[src/rtl/alu_ctrl_pkg.sv]
// Shared encodings for the bit-serial ALU sequencer: opcodes, FSM states, slice select.
// Latency: n/a (constants and pure functions only).
// Backpressure: n/a.
package alu_ctrl_pkg;

   // Operation encoding as seen on the op input and, for logic ops, on the slice select
   localparam logic [2:0] OP_ADD  = 3'd0;
   localparam logic [2:0] OP_SUB  = 3'd1;
   localparam logic [2:0] OP_SLT  = 3'd2;
   localparam logic [2:0] OP_XOR  = 3'd3;
   localparam logic [2:0] OP_AND  = 3'd4;
   localparam logic [2:0] OP_NAND = 3'd5;
   localparam logic [2:0] OP_NOR  = 3'd6;
   localparam logic [2:0] OP_OR   = 3'd7;

   // Sequencer states
   localparam logic [1:0] ST_IDLE = 2'd0;
   localparam logic [1:0] ST_RUN  = 2'd1;
   localparam logic [1:0] ST_DONE = 2'd2;

   // All arithmetic ops drive the slice as an adder
   localparam logic [2:0] SEL_ARITH = 3'b000;

   function automatic logic is_arith(input logic [2:0] op);
      return (op == OP_ADD) || (op == OP_SUB) || (op == OP_SLT);
   endfunction

   // Subtraction is a + ~b + 1: invert b and seed the carry with 1
   function automatic logic is_sub(input logic [2:0] op);
      return (op == OP_SUB) || (op == OP_SLT);
   endfunction

endpackage

[src/rtl/alu_bit_counter.sv]
// Bit index counter for the serial ALU: clear, increment, terminal flag at WIDTH-1.
// Latency: index updates one cycle after clear/increment; terminal flag is combinational.
// Backpressure: none; incrementing at the terminal count returns to 0 instead of wrapping past.
module alu_bit_counter #(
   parameter int WIDTH = 32
) (
   input  logic                     clk,
   input  logic                     reset,
   input  logic                     i_clr,
   input  logic                     i_inc,
   output logic [$clog2(WIDTH)-1:0] o_idx,
   output logic                     o_tc
);
   localparam int IW = $clog2(WIDTH);

   logic [IW-1:0] r_idx;

   assign o_tc  = (r_idx == IW'(WIDTH - 1));
   assign o_idx = r_idx;

   // Count bit positions; never run beyond WIDTH-1
   always_ff @(posedge clk or posedge reset) begin
      if (reset) begin
         r_idx <= '0;
      end else if (i_clr || (i_inc && o_tc)) begin
         r_idx <= '0;
      end else if (i_inc) begin
         r_idx <= r_idx + 1'b1;
      end
   end

endmodule

[src/rtl/alu_serial_ctrl.sv]
// Sequencer feeding a 1-bit ALU slice LSB first; optional abort input under ALU_SERIAL_ABORT_EN.
// Latency: start accepted at edge 0, RUN cycles 1..WIDTH, done pulses in cycle WIDTH+1.
// Backpressure: start is taken only in IDLE; start while busy is dropped, never queued.
module alu_serial_ctrl
   import alu_ctrl_pkg::*;
#(
   parameter int WIDTH = 32
) (
   input  logic             clk,
   input  logic             reset,
`ifdef ALU_SERIAL_ABORT_EN
   input  logic             abort,
`endif
   input  logic             start,
   input  logic [2:0]       op,
   input  logic [WIDTH-1:0] a_in,
   input  logic [WIDTH-1:0] b_in,
   output logic             s0,
   output logic             s1,
   output logic             s2,
   output logic             a_bit,
   output logic             b_bit,
   output logic             c_bit,
   output logic             z0,
   input  logic             out_bit,
   input  logic             carry_bit,
   input  logic             z1,
   output logic             busy,
   output logic             done,
   output logic [WIDTH-1:0] result,
   output logic             carry_out,
   output logic             zero,
   output logic             overflow
);
   localparam int IW = $clog2(WIDTH);

   logic [1:0]       r_state;
   logic [WIDTH-1:0] r_a;
   logic [WIDTH-1:0] r_b;
   logic [2:0]       r_op;
   logic             r_carry;
   logic             r_z;
   logic [WIDTH-2:0] r_acc;
   logic [WIDTH-1:0] r_result;
   logic             r_carry_out;
   logic             r_zero;
   logic             r_ovf;

   logic [IW-1:0]    w_idx;
   logic             w_tc;
   logic             w_run;
   logic             w_arith;
   logic             w_abort;
   logic             w_cout;
   logic             w_ovf;
   logic             w_slt;
   logic             w_zero;
   logic [WIDTH-1:0] w_final;
   logic [2:0]       w_sel;

`ifdef ALU_SERIAL_ABORT_EN
   assign w_abort = abort & w_run;
`else
   assign w_abort = 1'b0;
`endif

   assign w_run   = (r_state == ST_RUN);
   assign w_arith = is_arith(r_op);

   alu_bit_counter #(.WIDTH(WIDTH)) u_cnt (
      .clk   (clk),
      .reset (reset),
      .i_clr ((r_state == ST_IDLE && start) || w_abort),
      .i_inc (w_run && !w_abort),
      .o_idx (w_idx),
      .o_tc  (w_tc)
   );

   // Slice drive: only active in RUN so the slice sees zeros while idle
   assign w_sel = w_arith ? SEL_ARITH : r_op;
   assign {s2, s1, s0} = w_run ? w_sel : 3'b000;
   assign a_bit = w_run & r_a[w_idx];
   assign b_bit = w_run & (r_b[w_idx] ^ is_sub(r_op));
   assign c_bit = w_run & r_carry;
   assign z0    = w_run & r_z;

   // Final flags formed from the MSB slice cycle; r_carry is the carry into the MSB there
   assign w_cout  = w_arith & carry_bit;
   assign w_ovf   = w_arith & (r_carry ^ carry_bit);
   assign w_slt   = out_bit ^ w_ovf;
   assign w_final = (r_op == OP_SLT) ? {{(WIDTH-1){1'b0}}, w_slt} : {out_bit, r_acc};
   assign w_zero  = (r_op == OP_SLT) ? ~w_slt : ~z1;

   // Sequencer: latch operands, step through bits, commit result at the MSB edge
   always_ff @(posedge clk or posedge reset) begin
      if (reset) begin
         r_state     <= ST_IDLE;
         r_a         <= '0;
         r_b         <= '0;
         r_op        <= OP_ADD;
         r_carry     <= 1'b0;
         r_z         <= 1'b0;
         r_acc       <= '0;
         r_result    <= '0;
         r_carry_out <= 1'b0;
         r_zero      <= 1'b0;
         r_ovf       <= 1'b0;
      end else begin
         case (r_state)
            ST_IDLE: begin
               if (start) begin
                  r_a     <= a_in;
                  r_b     <= b_in;
                  r_op    <= op;
                  r_carry <= is_sub(op);
                  r_z     <= 1'b0;
                  r_state <= ST_RUN;
               end
            end
            ST_RUN: begin
               if (w_abort) begin
                  r_state <= ST_IDLE;
               end else begin
                  if (!w_tc) r_acc[w_idx] <= out_bit;
                  if (w_arith) r_carry <= carry_bit;
                  r_z <= z1;
                  if (w_tc) begin
                     r_state     <= ST_DONE;
                     r_result    <= w_final;
                     r_carry_out <= w_cout;
                     r_zero      <= w_zero;
                     r_ovf       <= w_ovf;
                  end
               end
            end
            ST_DONE: r_state <= ST_IDLE;
            default: r_state <= ST_IDLE;
         endcase
      end
   end

   assign done      = (r_state == ST_DONE);
   assign busy      = w_run | done;
   assign result    = r_result;
   assign carry_out = r_carry_out;
   assign zero      = r_zero;
   assign overflow  = r_ovf;

endmodule

[config.mk]
export PLATFORM = sky130hd
export DESIGN_NAME = alu_serial_ctrl
export DESIGN_NICKNAME = d
export VERILOG_FILES = /design/src/rtl/alu_ctrl_pkg.sv /design/src/rtl/alu_bit_counter.sv /design/src/rtl/alu_serial_ctrl.sv
export SDC_FILE = /design/constraint.sdc
export NUM_CORES = 1
export LEC_CHECK = 0
export CAP_MARGIN = 10
export CELL_PAD_IN_SITES_DETAIL_PLACEMENT = 0
export CELL_PAD_IN_SITES_GLOBAL_PLACEMENT = 1
export CORE_ASPECT_RATIO = 1.4
export CORE_UTILIZATION = 34
export CTS_BUF_LIST = sky130_fd_sc_hd__clkbuf_4 sky130_fd_sc_hd__clkbuf_8 sky130_fd_sc_hd__clkbuf_16
export CTS_CLUSTER_DIAMETER = 200
export CTS_CLUSTER_SIZE = 10
export DETAILED_ROUTE_END_ITERATION = 6
export GPL_ROUTABILITY_DRIVEN = 0
export PLACE_DENSITY_LB_ADDON = 0.08
export SYNTH_ARGS = -nofsm -noshare
export SYNTH_HDL_FRONTEND = slang
export SYNTH_SLANG_ARGS = --single-unit
[constraint.sdc]
create_clock -name clk -period 6.2 [get_ports clk]
set_input_delay 1.55 -clock clk [delete_from_list [all_inputs] [get_ports clk]]
set_output_delay 1.55 -clock clk [all_outputs]
set_load 0.03 [all_outputs]
# After elaboration in Yosys (flattened, before gate mapping)
# Cells that the tools add are included.
# classes
n_addsub	1
magnitude_cmp	2
n_eq_ne	10
n_mux	21
bitwise_logic	13
reduce_logical	18
# ops
cell	count
$mux 32	1
$bwmux 31	1
$bmux 1 s5	2
$mux 5	2
$reduce_and 2->1	5
$mux 1	7
$and 1x1->1	6
$eq 3x1->1 const B	2
$eq 3x2->1 const B	2
$lt 5x6->1 const B	1
$mux 3	2
$ne 2x2->1 const B	3
$add 5x1->5 const B	1
$demux 1 s5	1
$eq 5x5->1 const B	1
$ge 5x1->1 const B	1
$logic_or 1x1->1	5
$mux 2	2
$pmux 1 s2	2
$pmux 2 s2	1
$reduce_bool 2->1	2
$logic_and 1x1->1	3
$logic_not 3->1	1
$not 1->1	3
6 further kinds	8
# word_totals
register_bits	142
in_bits	73
output_inout_bits	44
wordCells	77

# Depth between registers and ports, before layout
# logic_depth
word_depth	7
ltp_mapped	10
ltp_nobuf	8

# Cells and area by module
# A second synthesis with hierarchy kept.
# unflattened
cells_unflattened	555
hier_area_um2	6558.8
# modules_own_cells
mod	instances	cells_each	area_each_um2	seq_area_each_um2
alu_serial_ctrl	1	527	6292.3	3428.3
alu_bit_counter	1	28	266.5	125.1

# Worst setup path after synthesis
# No wires, ideal clock.
# synth_timing
kind	reg2out
startpoint	register u_cnt.r_idx[0], in the netlist u_cnt.o_idx[0]
endpoint	output port b_bit
arrival_time_ns	1.841
required_time_ns	4.650
slack_ns	2.809
stages_incl_launch_ff	7
n_path_buf	1
path_cell_list	dfrtp_1 > buf_6 > mux4_1 > a22o_1 > a221oi_2 > a31oi_1 > a41o_1
# synth_between
elab_chain_cells	4
# synth_rtl
item	line	source
from (decl)	alu_bit_counter.sv:16	logic [IW-1:0] r_idx;
from (signal assigned)	alu_bit_counter.sv:28	r_idx <= r_idx + 1'b1;
$bmux 1 s5	alu_serial_ctrl.sv:83	assign b_bit = w_run & (r_b[w_idx] ^ is_sub(r_op));
$mux 1 (not written as such)	alu_serial_ctrl.sv:83	
$xor 1x1->1	alu_serial_ctrl.sv:83	
$and 1x1->1	alu_serial_ctrl.sv:83	
to (decl)	alu_serial_ctrl.sv:22	output logic b_bit,
# Every way passes these cells. The select of a mux whose other input is x is not followed.

# Worst setup path in the final report
# layout_timing
startpoint	register u_cnt.r_idx[3], in the netlist u_cnt.o_idx[3]
endpoint	output port b_bit
# Same word-level chain as after synthesis.

==> impl_metrics.csv <==
group,metric,value,unit
status,run_status,"complete, no violations",
timing,min_period,4960,ps
global_routing,antenna_found_initial,0,
finish,fin_nets,723,
worst_setup_path,cp-start-kind,"register",
timing,rsz0062_at_grt,"no",
worst_setup_path,r2r-start,"u_cnt.o_idx[1]",
synthesis,synth-edff-count,0,
detailed_routing,wire_per_inst,16.8,µm
clock_network,clock_path_buffers,2,
clock_network,cts_resized,0,
finish,num-fill-cells,1768,
timing,slew_headroom,23.1,%
synthesis,yosys_warnings,0,
power_and_ir_drop,fin_total_pwr,3.65,mW
synthesis,synth_area_leaders,"dfrtp_1, mux2_2, nand2_1",
clock_network,cts_made_buffers,17,
worst_setup_path,worstSetupStartpoint,"u_cnt.o_idx[3]",
timing,finClkSkew,7.04,ps
min_path,hold_depth,2,
synthesis,synthFlopType,"dfrtp_1",
global_routing,grt_max_degree,99,
finish,num_antenna_cells,0,
die,dieWidth,118,µm
die,rows,59,
detailed_routing,drc,0,
min_path,hold_path_class,"reg2reg",
worst_setup_path,crit_arrival,3410,ps
timing,finalCritPeriodShare,79.9,%
global_routing,grt_pass1_vias,4634,
clock_network,root_buffer,"clkbuf_16",
detailed_routing,dr.pass1.iters,4,
clock_network,clk_pin_slew,60,ps
clock_network,htreeDepth,4,
die,dieArea,19500,µm²
timing,report.final.hold_viol_count,0,
synthesis,seq_area_frac_synth,55.2,%
place,dpl.hpwl,10900,µm
die,start_util,34.6,%
detailed_routing,drt_wl_total,15100,µm
detailed_routing,vias,4376,
synthesis,async_reset_ff_share,100,%
timing,tns,0,ps
power_and_ir_drop,p_leak,3.50,nW
detailed_routing,vias_per_cell,4.88,
finish,fin_cells,897,
worst_setup_path,worstPathRequired,4650,ps
worst_setup_path,worstPathMaxFanout,19,
worst_setup_path,path_class,"reg2out",
timing,max_freq,0.202,GHz
synthesis,avgSynthCellArea,12.1,µm²
finish,syn_to_final_growth,31.1,%
synthesis,synth_top_area_share,55.2,%
clock_network,post_cts_buffers,0,
power_and_ir_drop,ir_drop,0.221,mV
synthesis,syn_area,6440,µm²
synthesis,synthCells,533,
worst_setup_path,end_kind,"output port",
clock_network,cts.sinks,142,
flow_run,drv_cap,0,
timing,finalMaxSlewViolations,0,
global_routing,grt_pass1_wl,24600,µm
die,ios,117,
synthesis,synth-seq-cells,142,
clock_network,cts_tree,"yes",
place,io_buffers,116,
synthesis,yosysUniqueCellTypes,42,
timing,setup_violations,0,
min_path,min_from,"result[20]",
global_routing,gr-usage-all-layers,16.5,%
clock_network,clk_latency,420,ps
die,die_y,165,µm
clock_network,hold_buffers,0,
timing,whs,477,ps
synthesis,synth_nets,616,
global_routing,overflow,0,
synthesis,synth_top_area_cell,"dfrtp_1",
power_and_ir_drop,pwr_density_cell,432,nW/µm²
die,core-area,18600,µm²
timing,worstMarginPinSlew,1150,ps
place,dpl.cell_count,865,
detailed_routing,drt_iter0_markers,212,
finish,layout-drive-gt1-share,23.1,%
detailed_routing,antenna_left,0,
worst_setup_path,reg2regPathDepth,7,
[kinds of logic (layout without fill, tap and decap cells)]
family          after synthesis  in the layout  synth area share (%)
compound gates               68             68                  6.30
xor+xnor                      4              4                 0.544
fa+ha+maj                    10             10                  1.94
buf+inv                      39            159                  2.53
flops                       142            142                  55.2
mux                         121            121                  23.3
simple gates                149            149                  10.2
[power by group]
| group | internal, mW | switching, mW |
|---|---|---|
| clock | 0.678 | 0.386 |
| combinational | 0.607 | 0.523 |
| sequential | 1.23 | 0.226 |
| total | 2.51 | 1.13 |
[stage by stage]
step | util (%) | area, µm² | worst slack (ps)
after floorplan | - | 6440 | 840
after global placement | 42.0 | 7820 | 1830
after detailed placement | 42.0 | 7820 | 1690
after CTS | 45.4 | 8440 | 1210
after global routing | 45.4 | 8440 | 1110
final | 45.4 | 8440 | 1240
[worst max-delay path: stages (launching register included)]
cell and delay [ps]:
dfrtp_1 670, nor3b_1 870, a221o_1 300, o21ai_0 110
a31oi_1 200, a41o_1 150, clkdlybuf4s50_1 680
[area by class of cell]
type                       count  area, µm²  share of cell area (%)
sequential                   142       3550                    42.1
multi-input combinational    352       2730                    32.4
timing repair buffer         121       1200                    14.2
clock buffer                  22        488                    5.78
tap                          244        305                    3.62
clock inverter                10        135                    1.60
inverter                       6       27.5                   0.326
[layout by cell type, fill, tap and decap left out, types with 2 or more instances in the layout]
cell	instances
dfrtp_1	142
clkdlybuf4s50_1	116
mux2_2	104
nand2_1	78
o21ai_0	40
nor2_1	26
clkbuf_16	17
nand3_1	16
a21oi_1	10
ha_1	10
and2_1	8
mux2i_1	6
mux4_1	6
nor3_1	5
inv_1	5
mux4_2	5
buf_4	5
clkbuf_8	4
clkinv_2	4
a22oi_1	3
nor2b_1	3
nor3b_1	3
bufinv_16	3
xnor2_1	2
o2bb2ai_1	2
xor2_1	2
nand3b_1	2
a22o_1	2
and3b_1	2
clkinv_4	2
[worst paths after layout]
kind	endpoint	slack, ps
worst max-delay path	b_bit	1240
worst min-delay path	result[20]	480
worst max register to register	r_acc[22]	2490
worst min register to register	result[20]	480
max in group asynchronous	result[26]	3380
min in group asynchronous	r_op[1]	1700
[Yosys cell counts (all sizes together) (5+ instances only)]
| cell type | number |
|---|---|
| dfrtp | 142 |
| mux2 | 104 |
| nand2 | 79 |
| o21ai | 40 |
| nor2 | 26 |
| clkbuf | 19 |
| nand3 | 16 |
| buf | 14 |
| mux4 | 11 |
| a21oi | 10 |
| ha | 10 |
| and2 | 8 |
| inv | 6 |
| mux2i | 6 |
| nor3 | 5 |
[layer usage]
metal	vias to the layer above	part of all wire [%]	GRT usage, %	wire length, µm
met5	-	0	0	0
met4	0	1.9	7.40	284
met3	17	4.5	3.59	682
met2	120	53	29.1	7950
met1	2162	41	19.1	6160
li1	2077	-	-	-
[state kept, by name, summed over array words and instances (netlist names)]
register	flops
carry_out	1
overflow	1
r_a	32
r_acc	31
r_b	32
r_carry	1
r_op	3
r_state	2
r_z	1
result	32
u_cnt.o_idx	5
zero	1
Note: power is estimated with default switching activity, not from simulation.
